`src/rtl/mem_port_pkg.sv`:
```
// Shared types and constants for the memory port: request payload, default
// latency/depth, FSM state encodings and a small payload helper.
package mem_port_pkg;

    localparam int MEM_LAT    = 3;
    localparam int PORT_DEPTH = 4;
    localparam int ADDR_W     = 16;
    localparam int RESP_W     = 64;

    // One port's request toward the shared memory.
    typedef struct packed {
        logic [ADDR_W-1:0] addr;
        logic [31:0]       din;
        logic              we;
    } data_in;

    // Port FSM states.
    localparam logic [1:0] ST_IDLE  = 2'd0;
    localparam logic [1:0] ST_ISSUE = 2'd1;
    localparam logic [1:0] ST_WAIT  = 2'd2;

    // Forces the write enable low unless a request is actually being presented.
    function automatic data_in mask_we(input data_in d, input logic active);
        data_in r;
        r    = d;
        r.we = d.we & active;
        return r;
    endfunction

endpackage

```
`src/rtl/mem_port_resp_fifo.sv`:
```
// Response FIFO: holds {upper, lower} read data until writeback takes it.
// Pointers wrap modulo DEPTH; the head reads as zero while empty.
module resp_fifo
    import mem_port_pkg::*;
#(
    parameter int DEPTH = PORT_DEPTH
) (
    input  logic                    clk,
    input  logic                    rstn,
    input  logic                    push,
    input  logic [RESP_W-1:0]       push_data,
    input  logic                    pop,
    output logic [RESP_W-1:0]       head,
    output logic                    not_empty,
    output logic [$clog2(DEPTH):0]  count
);

    localparam int AW = (DEPTH > 1) ? $clog2(DEPTH) : 1;
    localparam int CW = $clog2(DEPTH) + 1;

    logic [RESP_W-1:0] mem [DEPTH];
    logic [AW-1:0]     wr_ptr;
    logic [AW-1:0]     rd_ptr;
    logic              pop_ok;
    logic              full;

    assign not_empty = (count != '0);
    assign full      = (count == CW'(DEPTH));
    assign pop_ok    = pop && not_empty;
    assign head      = not_empty ? mem[rd_ptr] : '0;

    // Storage array; contents are don't-care while the count says empty.
    always_ff @(posedge clk) begin
        if (push) begin
            mem[wr_ptr] <= push_data;
        end
    end

    // Pointers and occupancy; push and pop together keep the count unchanged.
    always_ff @(posedge clk or posedge rstn) begin
        if (rstn) begin
            wr_ptr <= '0;
            rd_ptr <= '0;
            count  <= '0;
        end else begin
            if (push) begin
                wr_ptr <= (wr_ptr == AW'(DEPTH - 1)) ? '0 : wr_ptr + 1'b1;
            end
            if (pop_ok) begin
                rd_ptr <= (rd_ptr == AW'(DEPTH - 1)) ? '0 : rd_ptr + 1'b1;
            end
            if (push && !pop_ok) begin
                count <= count + 1'b1;
            end else if (!push && pop_ok) begin
                count <= count - 1'b1;
            end
        end
    end

    // Upstream credit accounting guarantees a free slot for every arriving response.
    a_no_push_when_full: assert property (@(posedge clk) disable iff (rstn) !(push && full));

endmodule

```
`src/rtl/mem_port.sv`:
```
// Memory port between the pipeline MEM stage and a shared memory arbiter.
// Holds one request, pulses it to the arbiter, tracks grants through a
// LAT-deep valid pipe and buffers returned data in a response FIFO.
//
// Handshakes: a transfer happens on a rising clk edge where valid && ready
// are both high; valid must stay high with stable payload until that edge,
// and ready may depend combinationally on the current cycle's inputs.
module mem_port
    import mem_port_pkg::*;
#(
    parameter int LAT   = MEM_LAT,
    parameter int DEPTH = PORT_DEPTH
) (
    input  logic                   clk,
    input  logic                   rstn,
    input  logic                   req_valid,
    output logic                   req_ready,
    input  data_in                 req_u,
    input  data_in                 req_l,
    output logic                   mem_req_now,
    input  logic                   mem_wait,
    output data_in                 u_data_in,
    output data_in                 l_data_in,
    input  logic [31:0]            u_data_out,
    input  logic [31:0]            l_data_out,
    output logic                   resp_valid,
    input  logic                   resp_ready,
    output logic [31:0]            resp_u,
    output logic [31:0]            resp_l,
    output logic                   interlock,
    output logic                   busy,
    output logic [1:0]             state_dbg,
    output logic [$clog2(DEPTH):0] fifo_count_dbg
);

    localparam int CW = $clog2(DEPTH) + 1;

    logic [1:0]        state;
    logic [1:0]        state_nxt;
    data_in            hold_u;
    data_in            hold_l;
    logic [LAT-1:0]    grant_sr;
    logic [CW-1:0]     fifo_count;
    logic [CW-1:0]     inflight;
    logic [CW-1:0]     outstanding;
    logic [RESP_W-1:0] fifo_head;
    logic              held;
    logic              grant;
    logic              accept;
    logic              fifo_push;
    logic              fifo_pop;

    // A request sits in the hold register from ISSUE until it is granted.
    assign held   = (state == ST_ISSUE) || (state == ST_WAIT);
    assign grant  = held && !mem_wait;
    assign accept = req_valid && req_ready;

    // Count grants still travelling through the latency pipe.
    always_comb begin
        inflight = '0;
        for (int i = 0; i < LAT; i++) begin
            inflight = inflight + CW'(grant_sr[i]);
        end
    end

    // Every request is counted from acceptance until writeback pops its response,
    // so the FIFO always has room for whatever is still in flight.
    assign outstanding = CW'(held) + inflight + fifo_count;

    assign req_ready   = !rstn && ((state == ST_IDLE) || grant) && (outstanding < CW'(DEPTH));
    assign interlock   = req_valid && !req_ready;
    assign busy        = (outstanding != '0);
    assign mem_req_now = (state == ST_ISSUE);
    assign u_data_in   = mask_we(hold_u, held);
    assign l_data_in   = mask_we(hold_l, held);
    assign state_dbg   = state;

    // Next-state selection; a grant with a fresh acceptance goes straight back to ISSUE.
    always_comb begin
        state_nxt = state;
        case (state)
            ST_IDLE: begin
                if (accept) begin
                    state_nxt = ST_ISSUE;
                end
            end
            ST_ISSUE, ST_WAIT: begin
                if (!mem_wait) begin
                    state_nxt = accept ? ST_ISSUE : ST_IDLE;
                end else begin
                    state_nxt = ST_WAIT;
                end
            end
            default: state_nxt = ST_IDLE;
        endcase
    end

    // State register.
    always_ff @(posedge clk or posedge rstn) begin
        if (rstn) begin
            state <= ST_IDLE;
        end else begin
            state <= state_nxt;
        end
    end

    // Hold register captures the request on acceptance and stays put while stalled.
    always_ff @(posedge clk or posedge rstn) begin
        if (rstn) begin
            hold_u <= '0;
            hold_l <= '0;
        end else if (accept) begin
            hold_u <= req_u;
            hold_l <= req_l;
        end
    end

    // Latency pipe: the last stage marks the cycle the memory data is valid.
    always_ff @(posedge clk or posedge rstn) begin
        if (rstn) begin
            grant_sr <= '0;
        end else begin
            grant_sr[0] <= grant;
            for (int i = 1; i < LAT; i++) begin
                grant_sr[i] <= grant_sr[i-1];
            end
        end
    end

    assign fifo_push = grant_sr[LAT-1];
    assign fifo_pop  = resp_valid && resp_ready;

    resp_fifo #(
        .DEPTH (DEPTH)
    ) u_resp_fifo (
        .clk       (clk),
        .rstn      (rstn),
        .push      (fifo_push),
        .push_data ({u_data_out, l_data_out}),
        .pop       (fifo_pop),
        .head      (fifo_head),
        .not_empty (resp_valid),
        .count     (fifo_count)
    );

    assign resp_u         = fifo_head[RESP_W-1:32];
    assign resp_l         = fifo_head[31:0];
    assign fifo_count_dbg = fifo_count;

endmodule

```
`config.mk`:
```
export PLATFORM = sky130hd
export DESIGN_NAME = mem_port
export DESIGN_NICKNAME = d
export VERILOG_FILES = /design/src/rtl/mem_port_pkg.sv /design/src/rtl/mem_port_resp_fifo.sv /design/src/rtl/mem_port.sv
export SDC_FILE = /design/constraint.sdc
export NUM_CORES = 1
export LEC_CHECK = 0
export CAP_MARGIN = 15
export CORE_MARGIN = 4
export CORE_UTILIZATION = 50
export CTS_CLUSTER_DIAMETER = 120
export DETAILED_ROUTE_END_ITERATION = 8
export GPL_ROUTABILITY_DRIVEN = 0
export PLACE_DENSITY = 0.82
export RECOVER_POWER = 25
export SYNTH_ARGS = -nofsm -noshare
export SYNTH_HDL_FRONTEND = slang
export SYNTH_SLANG_ARGS = --single-unit
```
`constraint.sdc`:
```
create_clock -name clk -period 5.1 [get_ports clk]
set_input_delay 1.02 -clock clk [delete_from_list [all_inputs] [get_ports clk]]
set_output_delay 1.02 -clock clk [all_outputs]
set_load 0.005 [all_outputs]
```
==> results.py <==
metrics = {
    "yosys": {
        "synth_area_per_cell_um2": 19.0,
        "synthTopCellsByArea": "edfxtp_1 (52%), dfrtp_1 (19%), mux4_2 (9.7%)",
        "synthCells": 779,
        "synth_edf_count": 256,
        "synth-async-reset-ratio_pct": 30.1,
        "synth_area_leader_cell": "edfxtp_1",
        "yosysMostFrequentCell": "edfxtp_1",
        "synthTopCellsByCount": "edfxtp_1 (256), dfrtp_1 (110), buf_4 (96), mux2_2 (81), and2_1 (70)",
        "synthFlopType": "edfxtp_1",
        "ys_seq_area_share_pct": 70.4,
        "syn_area_um2": 14800,
        "yosysUniqueCellTypes": 30,
        "ys_seq_elements": 366,
        "synth_nets": 959,
        "ys_warn_count": 0,
        "synth_top_area_share_pct": 51.9,
    },
    "clock_tree": {
        "cts-root-buf": "clkbuf_16",
        "clock_latency_ns": 0.51,
        "cts_setup_buffers": 0,
        "numCtsBuffers": 37,
        "clockBufferDepth": 3,
        "postCtsHoldBufs": 0,
        "clk_pin_slew_worst_paths_ns": 0.06,
        "htreeDepth": 2,
        "cts_tree": "done",
        "cts_resized": 0,
        "cts.sinks": 366,
    },
    "finish": {
        "finalNetCount": 1219,
        "nFillCells": 1899,
        "stdcell_area_um2": 19200,
        "area_growth_pct": 29.5,
        "multiInputGateArea_um2": 3480,
        "regArea_um2": 10400,
        "finalNonFillerCells": 1453,
        "drive_above_1_share_pct": 22.2,
    },
    "power": {
        "ir_worst_vdd_uv": 360,
        "clockPowerShare_pct": 23.8,
        "pwr-share-comb_pct": 38.3,
        "p_leak_nw": 6.93,
        "p_sw_w": 0.00302,
        "p_int_w": 0.00829,
        "p_seq_share_pct": 37.9,
        "swShare_pct": 26.7,
        "power.density_nw_per_um2": 590,
    },
    "grt": {
        "grt_max_degree": 65,
        "antenna_found_initial": 0,
        "grt_use_total_pct": 19.2,
        "grt_pass1_vias": 8338,
        "grt_use_met2_pct": 32.6,
        "busiest_layer": "met2",
        "grt_pass1_wl_um": 49100,
        "grt_util_met3_pct": 7.19,
        "met1_usage_pct": 23.7,
        "grt_overflow_total": 0,
    },
    "sta": {
        "skew_ns": 0.0140,
        "fmax_mhz": 221,
        "worst_pin_slew_ns": 0.989,
        "finalHoldViolations": 0,
        "maxSlewHeadroom_pct": 34.0,
        "tns_ns": 0,
        "setup_viol": 0,
        "maxSlewViolCount": 0,
        "setup_ws_ns": 0.565,
        "period_needed_ns": 4.53,
        "rsz0062_at_grt": "no",
        "fin_crit_sh_pct": 88.9,
    },
    "detailed_routing": {
        "vias_per_cell": 5.19,
        "drt_iter0_drc": 434,
        "antenna_left": 0,
        "wirelength_um": 31400,
        "drcViolationCount": 0,
        "firstDrtPassIters": 4,
        "vias": 7535,
        "wire_per_inst_um": 21.6,
    },
    "die": {
        "die-area_um2": 32500,
        "die_x_um": 180,
        "ios": 339,
        "coreArea_um2": 28900,
        "fp.dieH_um": 180,
        "rows": 62,
        "start_util_pct": 51.2,
    },
    "worst_setup_path": {
        "crit_type": "reg -> out",
        "cp_cell_sequence": "inv_1 > ha_1 > fa_1 > fa_1 > inv_1 > fa_1 > xor2_1 > nand3b_1 > clkdlybuf4s50_1",
        "reg2reg_depth": 11,
        "critPathSlowestCell": "clkdlybuf4s50_1",
        "critical_path.most_common_cell": "fa_1",
        "required_ns": 4.08,
        "end_kind": "output port",
        "critPathMaxStageDelay_ns": 0.50,
        "startpoint_type": "flip-flop",
        "arrival_ns": 3.51,
        "cp_max_fo": 5,
    },
    "place": {
        "dpl_worst_slack_ns": 1.07,
        "place_area_um2": 17900,
        "dpl.hpwl_um": 20500,
        "place_inst": 1383,
        "io_buffers": 338,
    },
    "flow_run": {
        "cap_violations": 0,
    },
    "worst_hold_path": {
        "whs_path_depth": 0,
        "min-delay-path-class": "reg -> reg",
    },
    "outcome": {
        "status": "complete, no violations",
    },
}
==> area by class of cell <==
| class | instances | share of cell area (%) |
|---|---|---|
| antenna | 2 | 0.0261 |
| clock buffer | 44 | 5.07 |
| clock inverter | 23 | 1.28 |
| inverter | 11 | 0.228 |
| multi-input combinational | 275 | 18.1 |
| sequential | 366 | 54.4 |
| tap | 384 | 2.50 |
| timing repair buffer | 348 | 18.3 |
==> stage by stage <==
step           hold WS, ns  power, W  utilization (%)
2_1_floorplan        0.386   0.00687                -
3_5_place_dp         0.397   0.00873             62.0
6_report             0.414    0.0113             66.3
4_1_cts              0.413    0.0115             66.2
3_3_place_gp         0.395   0.00864             62.0
5_1_grt              0.424    0.0119             66.3
==> worst max-delay path, delay by kind of cell, from the launching register on <==
| kind | cells | cell delay [ns] |
|---|---|---|
| and+or+nand+nor | 1 | 0.15 |
| DFF | 1 | 0.42 |
| adders and majority gates | 4 | 1.47 |
| buffers and inverters | 3 | 0.65 |
| xor gates and xnor gates | 1 | 0.34 |
==> metal layers <==
layer  routed length (µm)  part of all wire (%)
met3                 3340                    11
met1                11600                    37
met2                15900                    50
met4                  616                   2.0
met5                    0                     0
==> worst paths after layout <==
kind | startpoint | to | slack, ns
max | state_dbg[0]$_DFFE_PP0P_ | busy | 0.57
min in group asynchronous | rstn | grant_sr[1]$_DFF_PP0_ | 1.07
max in group asynchronous | rstn | l_data_in[43]$_DFFE_PP0P_ | 3.13
min reg2reg | grant_sr[0]$_DFF_PP0_ | grant_sr[1]$_DFF_PP0_ | 0.41
max reg2reg | state_dbg[0]$_DFFE_PP0P_ | l_data_in[17]$_DFFE_PP0P_ | 1.43
min | grant_sr[0]$_DFF_PP0_ | grant_sr[1]$_DFF_PP0_ | 0.41
==> logic make-up after synthesis <==
logic type      Yosys count  synth area share [%]
compound gates            7                 0.355
xor+xnor                  5                 0.296
fa+ha+maj                13                  1.30
buf+inv                 138                  6.21
flops                   366                  70.4
mux                     166                  18.0
simple gates             84                  3.42
==> cell usage in the layout, fill, tap and decap left out, drive strengths merged, types with 4 or more instances in the layout <==
master,Yosys,layout
clkbuf,9,44
ha,9,9
fa,4,4
dlygate4sd3,0,53
buf,118,10
bufinv,0,5
clkdlybuf4s50,0,285
dfrtp,110,110
mux4,64,64
nand2,4,4
clkinv,0,13
mux2,101,101
edfxtp,256,256
inv,11,13
and2,70,70
==> power groups by stage <==
stage	clock network [W]	registers, W	logic [W]
after floorplan	0	0.00417	0.00270
after global placement	0	0.00432	0.00432
after detailed placement	0	0.00435	0.00438
after CTS	0.00275	0.00431	0.00442
after global routing	0.00290	0.00439	0.00465
final	0.00269	0.00429	0.00433
==> sequential cells by signal, indices dropped and copies added, names as in the netlist <==
| name | count |
|---|---|
| u_resp_fifo.rd_ptr | 2 |
| hold_l | 1 |
| state_dbg | 2 |
| hold_u | 1 |
| u_resp_fifo.mem | 256 |
| l_data_in | 48 |
| grant_sr | 3 |
| u_resp_fifo.wr_ptr | 2 |
| u_data_in | 48 |
| u_resp_fifo.count | 3 |
No activity file was read; power rests on OpenSTA's default activity.
